**src/rtl/datapath_pkg.sv**
```systemverilog
// Shared constants for the register/G/A/EXTERN bus datapath: one-hot bus codes,
// opcodes, sequencer state encoding and instruction field positions.
package datapath_pkg;

  localparam logic [15:0] ONEHOT_G      = 16'h0100;
  localparam logic [15:0] ONEHOT_A      = 16'h0200;
  localparam logic [15:0] ONEHOT_EXTERN = 16'h0400;
  localparam logic [15:0] ONEHOT_UNUSED = 16'h8000;

  localparam int OP_MSB = 7;
  localparam int OP_LSB = 6;
  localparam int X_MSB  = 5;
  localparam int X_LSB  = 3;
  localparam int Y_MSB  = 2;
  localparam int Y_LSB  = 0;

  typedef enum logic [1:0] {
    OP_MOV = 2'b00,
    OP_LD  = 2'b01,
    OP_ADD = 2'b10,
    OP_XOR = 2'b11
  } op_t;

  typedef enum logic [3:0] {
    IDLE  = 4'd0,
    FETCH = 4'd1,
    WAIT  = 4'd2,
    MV    = 4'd3,
    LD1   = 4'd4,
    LD2   = 4'd5,
    AL1   = 4'd6,
    AL2   = 4'd7,
    AL3   = 4'd8
  } state_t;

  // Register Rn maps to bus bit n.
  function automatic logic [15:0] reg_onehot(input logic [2:0] n);
    return 16'(16'h0001 << n);
  endfunction

endpackage

```
**src/rtl/sequencer_decode.sv**
```systemverilog
// Combinational instruction decode: opcode plus one-hot select codes for the
// x (destination) and y (source) register fields.
module sequencer_decode
  import datapath_pkg::*;
#(
  parameter int IR_W   = 8,
  parameter int CTRL_W = 16
) (
  input  logic [IR_W-1:0]   ir,
  output op_t               op,
  output logic [CTRL_W-1:0] x_onehot,
  output logic [CTRL_W-1:0] y_onehot
);

  assign op       = op_t'(ir[OP_MSB:OP_LSB]);
  assign x_onehot = CTRL_W'(reg_onehot(ir[X_MSB:X_LSB]));
  assign y_onehot = CTRL_W'(reg_onehot(ir[Y_MSB:Y_LSB]));

endmodule

```
**src/rtl/instr_sequencer.sv**
```systemverilog
// Multi-cycle control FSM for the bus datapath. Every output is registered and
// computed from the next state, so each output lines up exactly with its state.
module instr_sequencer
  import datapath_pkg::*;
#(
  parameter int CTRL_W = 16,
  parameter int IR_W   = 8,
  parameter int CNT_W  = 16
) (
  input  logic              clock,
  input  logic              reset,
  input  logic              run,
  input  logic [IR_W-1:0]   instruction,
  output logic [CTRL_W-1:0] rout,
  output logic [CTRL_W-1:0] ren,
  output logic              addxor,
  output logic              increment,
  output logic              busy,
  output logic              done,
  output logic [CNT_W-1:0]  instr_count
);

  state_t            state_q, state_next;
  logic [IR_W-1:0]   ir_q, ir_next;
  logic [CTRL_W-1:0] rout_q, ren_q, rout_next, ren_next;
  logic              addxor_q, inc_q, busy_q, done_q;
  logic              addxor_next, inc_next, busy_next, done_next;
  logic [CNT_W-1:0]  count_q;

  op_t               op;
  logic [CTRL_W-1:0] x_onehot, y_onehot;

  // Decode the word being captured during WAIT so the first execute state's
  // registered outputs are ready on the same edge that loads IR.
  assign ir_next = (state_q == WAIT) ? instruction : ir_q;

  sequencer_decode #(
    .IR_W   (IR_W),
    .CTRL_W (CTRL_W)
  ) u_decode (
    .ir       (ir_next),
    .op       (op),
    .x_onehot (x_onehot),
    .y_onehot (y_onehot)
  );

  always_comb begin
    state_next = state_q;
    unique case (state_q)
      IDLE:  state_next = run ? FETCH : IDLE;
      FETCH: state_next = WAIT;
      WAIT: begin
        unique case (op)
          OP_MOV: state_next = MV;
          OP_LD:  state_next = LD1;
          default: state_next = AL1;
        endcase
      end
      LD1: state_next = LD2;
      AL1: state_next = AL2;
      AL2: state_next = AL3;
      MV, LD2, AL3: state_next = run ? FETCH : IDLE;
      default: state_next = IDLE;
    endcase
  end

  always_comb begin
    rout_next   = CTRL_W'(ONEHOT_UNUSED);
    ren_next    = '0;
    addxor_next = 1'b0;
    inc_next    = 1'b0;
    done_next   = 1'b0;
    busy_next   = (state_next != IDLE);
    unique case (state_next)
      FETCH: inc_next = 1'b1;
      MV: begin
        rout_next = y_onehot;
        ren_next  = x_onehot;
        done_next = 1'b1;
      end
      LD1: addxor_next = 1'b1;
      LD2: begin
        rout_next = CTRL_W'(ONEHOT_EXTERN);
        ren_next  = x_onehot;
        done_next = 1'b1;
      end
      AL1: begin
        rout_next = x_onehot;
        ren_next  = CTRL_W'(ONEHOT_A);
      end
      AL2: begin
        rout_next   = y_onehot;
        ren_next    = CTRL_W'(ONEHOT_G);
        addxor_next = (op == OP_XOR);
      end
      AL3: begin
        rout_next = CTRL_W'(ONEHOT_G);
        ren_next  = x_onehot;
        done_next = 1'b1;
      end
      default: ;
    endcase
  end

  always_ff @(posedge clock) begin
    if (reset) begin
      state_q  <= IDLE;
      ir_q     <= '0;
      rout_q   <= CTRL_W'(ONEHOT_UNUSED);
      ren_q    <= '0;
      addxor_q <= 1'b0;
      inc_q    <= 1'b0;
      busy_q   <= 1'b0;
      done_q   <= 1'b0;
      count_q  <= '0;
    end else begin
      state_q  <= state_next;
      ir_q     <= ir_next;
      rout_q   <= rout_next;
      ren_q    <= ren_next;
      addxor_q <= addxor_next;
      inc_q    <= inc_next;
      busy_q   <= busy_next;
      done_q   <= done_next;
      // Retire at the end of the done cycle; wraps silently.
      count_q  <= count_q + CNT_W'(done_q);
    end
  end

  assign rout        = rout_q;
  assign ren         = ren_q;
  assign addxor      = addxor_q;
  assign increment   = inc_q;
  assign busy        = busy_q;
  assign done        = done_q;
  assign instr_count = count_q;

endmodule

```
**config.mk**
```make
export PLATFORM = sky130hd
export DESIGN_NAME = instr_sequencer
export DESIGN_NICKNAME = d
export VERILOG_FILES = /design/src/rtl/datapath_pkg.sv /design/src/rtl/sequencer_decode.sv /design/src/rtl/instr_sequencer.sv
export SDC_FILE = /design/constraint.sdc
export NUM_CORES = 1
export LEC_CHECK = 0
export ABC_AREA = 1
export CAP_MARGIN = 10
export CORE_MARGIN = 5
export CORE_UTILIZATION = 30
export DETAILED_ROUTE_END_ITERATION = 12
export DONT_BUFFER_PORTS = 1
export GPL_ROUTABILITY_DRIVEN = 0
export PLACE_DENSITY = 0.49
export SLEW_MARGIN = 40
export SYNTH_ARGS = -nofsm -noshare
export SYNTH_HDL_FRONTEND = slang
export SYNTH_SLANG_ARGS = --single-unit
```
**constraint.sdc**
```tcl
create_clock -name clock -period 1.3 [get_ports clock]
set_input_delay 0.195 -clock clock [delete_from_list [all_inputs] [get_ports clock]]
set_output_delay 0.195 -clock clock [all_outputs]
set_load 0.01 [all_outputs]
```
==> out/summary.log <==
INFO  global_route   first_pass_grt_wire_length=9820um
INFO  layout         post-route-util=43.6%
INFO  synthesis      synth.cell_area=2350um^2
INFO  worst_setup_path setup.worst_path.start_class=flop
INFO  power          max-vdd-ir-drop=0.000395V
INFO  synthesis      synth_top_area_cell=dfxtp_1
INFO  clocking       tritoncts=done
INFO  floorplan      placement_rows=32
INFO  min_path       hold_path.class=in -> reg
INFO  power          p_total=3.52mW
INFO  floorplan      die_area=9700um^2
INFO  clocking       cts_buffers=5
INFO  synthesis      synth_enable_flop_cells=0
INFO  sta            period_needed=1440ps
INFO  sta            setup_viol=31
INFO  synthesis      synthXorXnorAreaFrac=0.373%
INFO  job            max_cap_viol_count=0
INFO  layout         area.growth.synth_to_final=42.6%
INFO  layout         multi_input_comb_area=1360um^2
INFO  drt            route.detailed.drc=0
INFO  synthesis      netlist_top_cells_area=dfxtp_1 45%, nand2_1 10%, nor2_1 7.5%
INFO  floorplan      ioPinCount=63
INFO  layout         sequential_cell_area_in_the_final_layout=1070um^2
INFO  global_route   number_of_antenna_violations_at_the_first_check_in_global_routing=0
INFO  place          port_buffers=0
INFO  layout         design.final.nets=393
INFO  global_route   grt_max_degree=28
INFO  worst_setup_path path_class=reg -> reg
INFO  sta            maxSlewViolCount=0
INFO  layout         finish.instance_area=3350um^2
INFO  clocking       worst_setup_hold_path_clk_slew=100ps
INFO  sta            layout_worst_path_cycle_share=111%
INFO  sta            fin_ws=-140ps
INFO  power          power_per_cell_area=1050nW/um^2
INFO  global_route   via_count_of_the_first_global_routing_pass=2009
INFO  sta            unrepaired_setup_endpoints_after_global_routing=yes
INFO  drt            vias=2114
INFO  power          p_leak=1.35nW
INFO  drt            drt_pre_antenna_iters=4
INFO  place          detailedPlacementHpwl=4460um
INFO  place          post-place-cells=459
INFO  place          placed_area=2830um^2
INFO  sta            hold_slack=-59.7ps
INFO  synthesis      post_synth_mux_area_share=0%
INFO  status         outcome=finished with violations
INFO  synthesis      ys_seq_area_share=45.2%
INFO  worst_setup_path crit_chain=inv_2 -> nor2_4 -> buf_12 -> buf_8 -> buf_6 -> nand3b_1 -> nand2_2 -> nor2_4 -> nand2_1 -> a21oi_1
INFO  layout         fillCellCount=790
INFO  synthesis      synth-compound-area-share=8.36%
INFO  clocking       cts_sinks=53
INFO  layout         fin_cells=483
INFO  synthesis      synthAdderAreaFrac=1.07%
INFO  clocking       clock-root-buffer=clkbuf_8
INFO  synthesis      synth_warnings=0
INFO  worst_setup_path worst_setup_end_kind=flop
INFO  floorplan      area_of_the_core=7690um^2
INFO  synthesis      synth_top_family_by_area=simple AND/OR/NAND/NOR gates
INFO  drt            drt-wirelength-per-cell=12.6um
INFO  worst_setup_path critPathMostFrequentCell=nor2_4
INFO  drt            ant_nets=0
INFO  clocking       clk-insertion-delay-late=310ps
INFO  clocking       htree_num_levels=2
INFO  synthesis      synth.ff_latch_count=53
INFO  global_route   groute.usage.overall=12.5%
INFO  floorplan      initial_utilization=30.6%
INFO  status         violations=hold timing, setup timing
INFO  worst_setup_path required=1550ps
INFO  worst_setup_path path_max_fanout=8
INFO  synthesis      synthDistinctLibCells=30
INFO  sta            clock_skew=11.8ps
INFO  synthesis      synth_instances=314
INFO  drt            drt-total-wl=6080um
INFO  synthesis      yosysMostFrequentCell=nand2_1
INFO  drt            drt-initial-drc-count=56
INFO  floorplan      fp.dieW=98.5um
INFO  synthesis      syn-mean-instance-area=7.48um^2
INFO  worst_setup_path worst_path_max_delay_cell=dfxtp_2
INFO  layout         insertedDiodeCount=0
INFO  synthesis      synthTopCellsByCount=63 x nand2_1, 53 x dfxtp_1, 47 x nor2_1
INFO  synthesis      synthSimpleGateAreaFrac=33.9%
INFO  synthesis      synth_ff_type=dfxtp_1
INFO  synthesis      synth_top_cell_area_share=45.2%
INFO  floorplan      chipHeight=98.5um
INFO  worst_setup_path crit_arrival=1690ps
INFO  sta            timing.final.hold_violations=25
INFO  layout         layout-drive-gt1-share=39.4%
INFO  place          placement_stage_worst_setup_slack=-117ps
INFO  sta            timing.fmax=695MHz
INFO  global_route   grt_overflow_total=0
INFO  synthesis      asyncSetResetFlopFracSynth=0%
INFO  worst_setup_path crit_path_max_incr_delay=330ps
INFO  drt            route.detailed.vias_per_inst=4.38
INFO  clocking       clock_tree.buffer_depth=2
INFO  sta            final.setup.tns=-2050ps
-- kinds of logic after synthesis --
family,after synthesis
AND/OR/NAND/NOR,168
buffers and inverters,54
flip-flops,53
AO/OA/AOI/OAI,35
adder cells (fa/ha/maj),2
XOR/XNOR,1
other,1
-- critical path, delay by kind of cell (launching register included) --
kind,cells,cell delay (ps)
AOI/OAI and AO/OA,1,140
buffers and inverters,4,450
DFF,1,330
and+or+nand+nor,5,460
-- worst paths after layout --
kind / to / from / slack (ps) / depth (start not counted)
worst max-delay path: rout[7] / state_q[1] / -140 / 10
worst min-delay path: ir_q[0] / reset / -60 / 1
worst max register to register: rout[7] / state_q[1] / -140 / 10
worst min register to register: ir_q[7] / ir_q[7] / 470 / 2
-- where the power goes --
part | internal, mW | switching [mW]
sequential | 1.68 | 0.0456
combinational | 0.373 | 0.495
clock | 0.383 | 0.539
total | 2.44 | 1.08
-- state kept, by name, indices dropped and copies added, names as in the netlist --
signal,count
ren,10
addxor,1
done,1
instr_count,16
state_q,4
rout,11
busy,1
increment,1
ir_q,8
-- cell usage in the layout (no fill, tap or decap), drive strengths merged --
cell type	synthesis	routed
conb	1	11
a21oi	24	24
nor4	1	1
clkinv	1	1
o21ai	10	10
buf	15	65
nand3	26	26
nand2	71	72
nand3b	5	5
dfxtp	53	53
xor2	1	1
nand4	3	3
o211ai	1	1
clkbuf	2	7
nor2	55	55
nor3	7	7
ha	2	2
clkinvlp	0	1
inv	36	36
-- final cells by class --
| type | count | share of cell area, % |
|---|---|---|
| Tap cell | 102 | 3.81 |
| Inverter | 37 | 4.22 |
| Timing Repair Buffer | 65 | 16.8 |
| Sequential cell | 53 | 32.1 |
| Multi-Input combinational cell | 218 | 40.6 |
| Clock inverter | 1 | 0.224 |
| Clock buffer | 7 | 2.28 |
-- routing by layer --
metal	track usage (%)	up-vias	part of all wire (%)
met4	4.83	0	2.0
met2	21.1	41	49
met5	0	-	0
met3	3.54	8	5.6
met1	15.1	963	43
li1	-	1102	-
-- what timing repair did --
| item | CTS | global route |
|---|---|---|
| cloned | 1 | 0 |
| gates resized for setup | 47 | 37 |
| endpoints found under the setup margin | 28 | 37 |
| setup buffers | 10 | 8 |
| pin swaps | 34 | 16 |
| hold endpoints to repair | 25 | 25 |
Note: power is estimated with default switching activity, not from simulation.
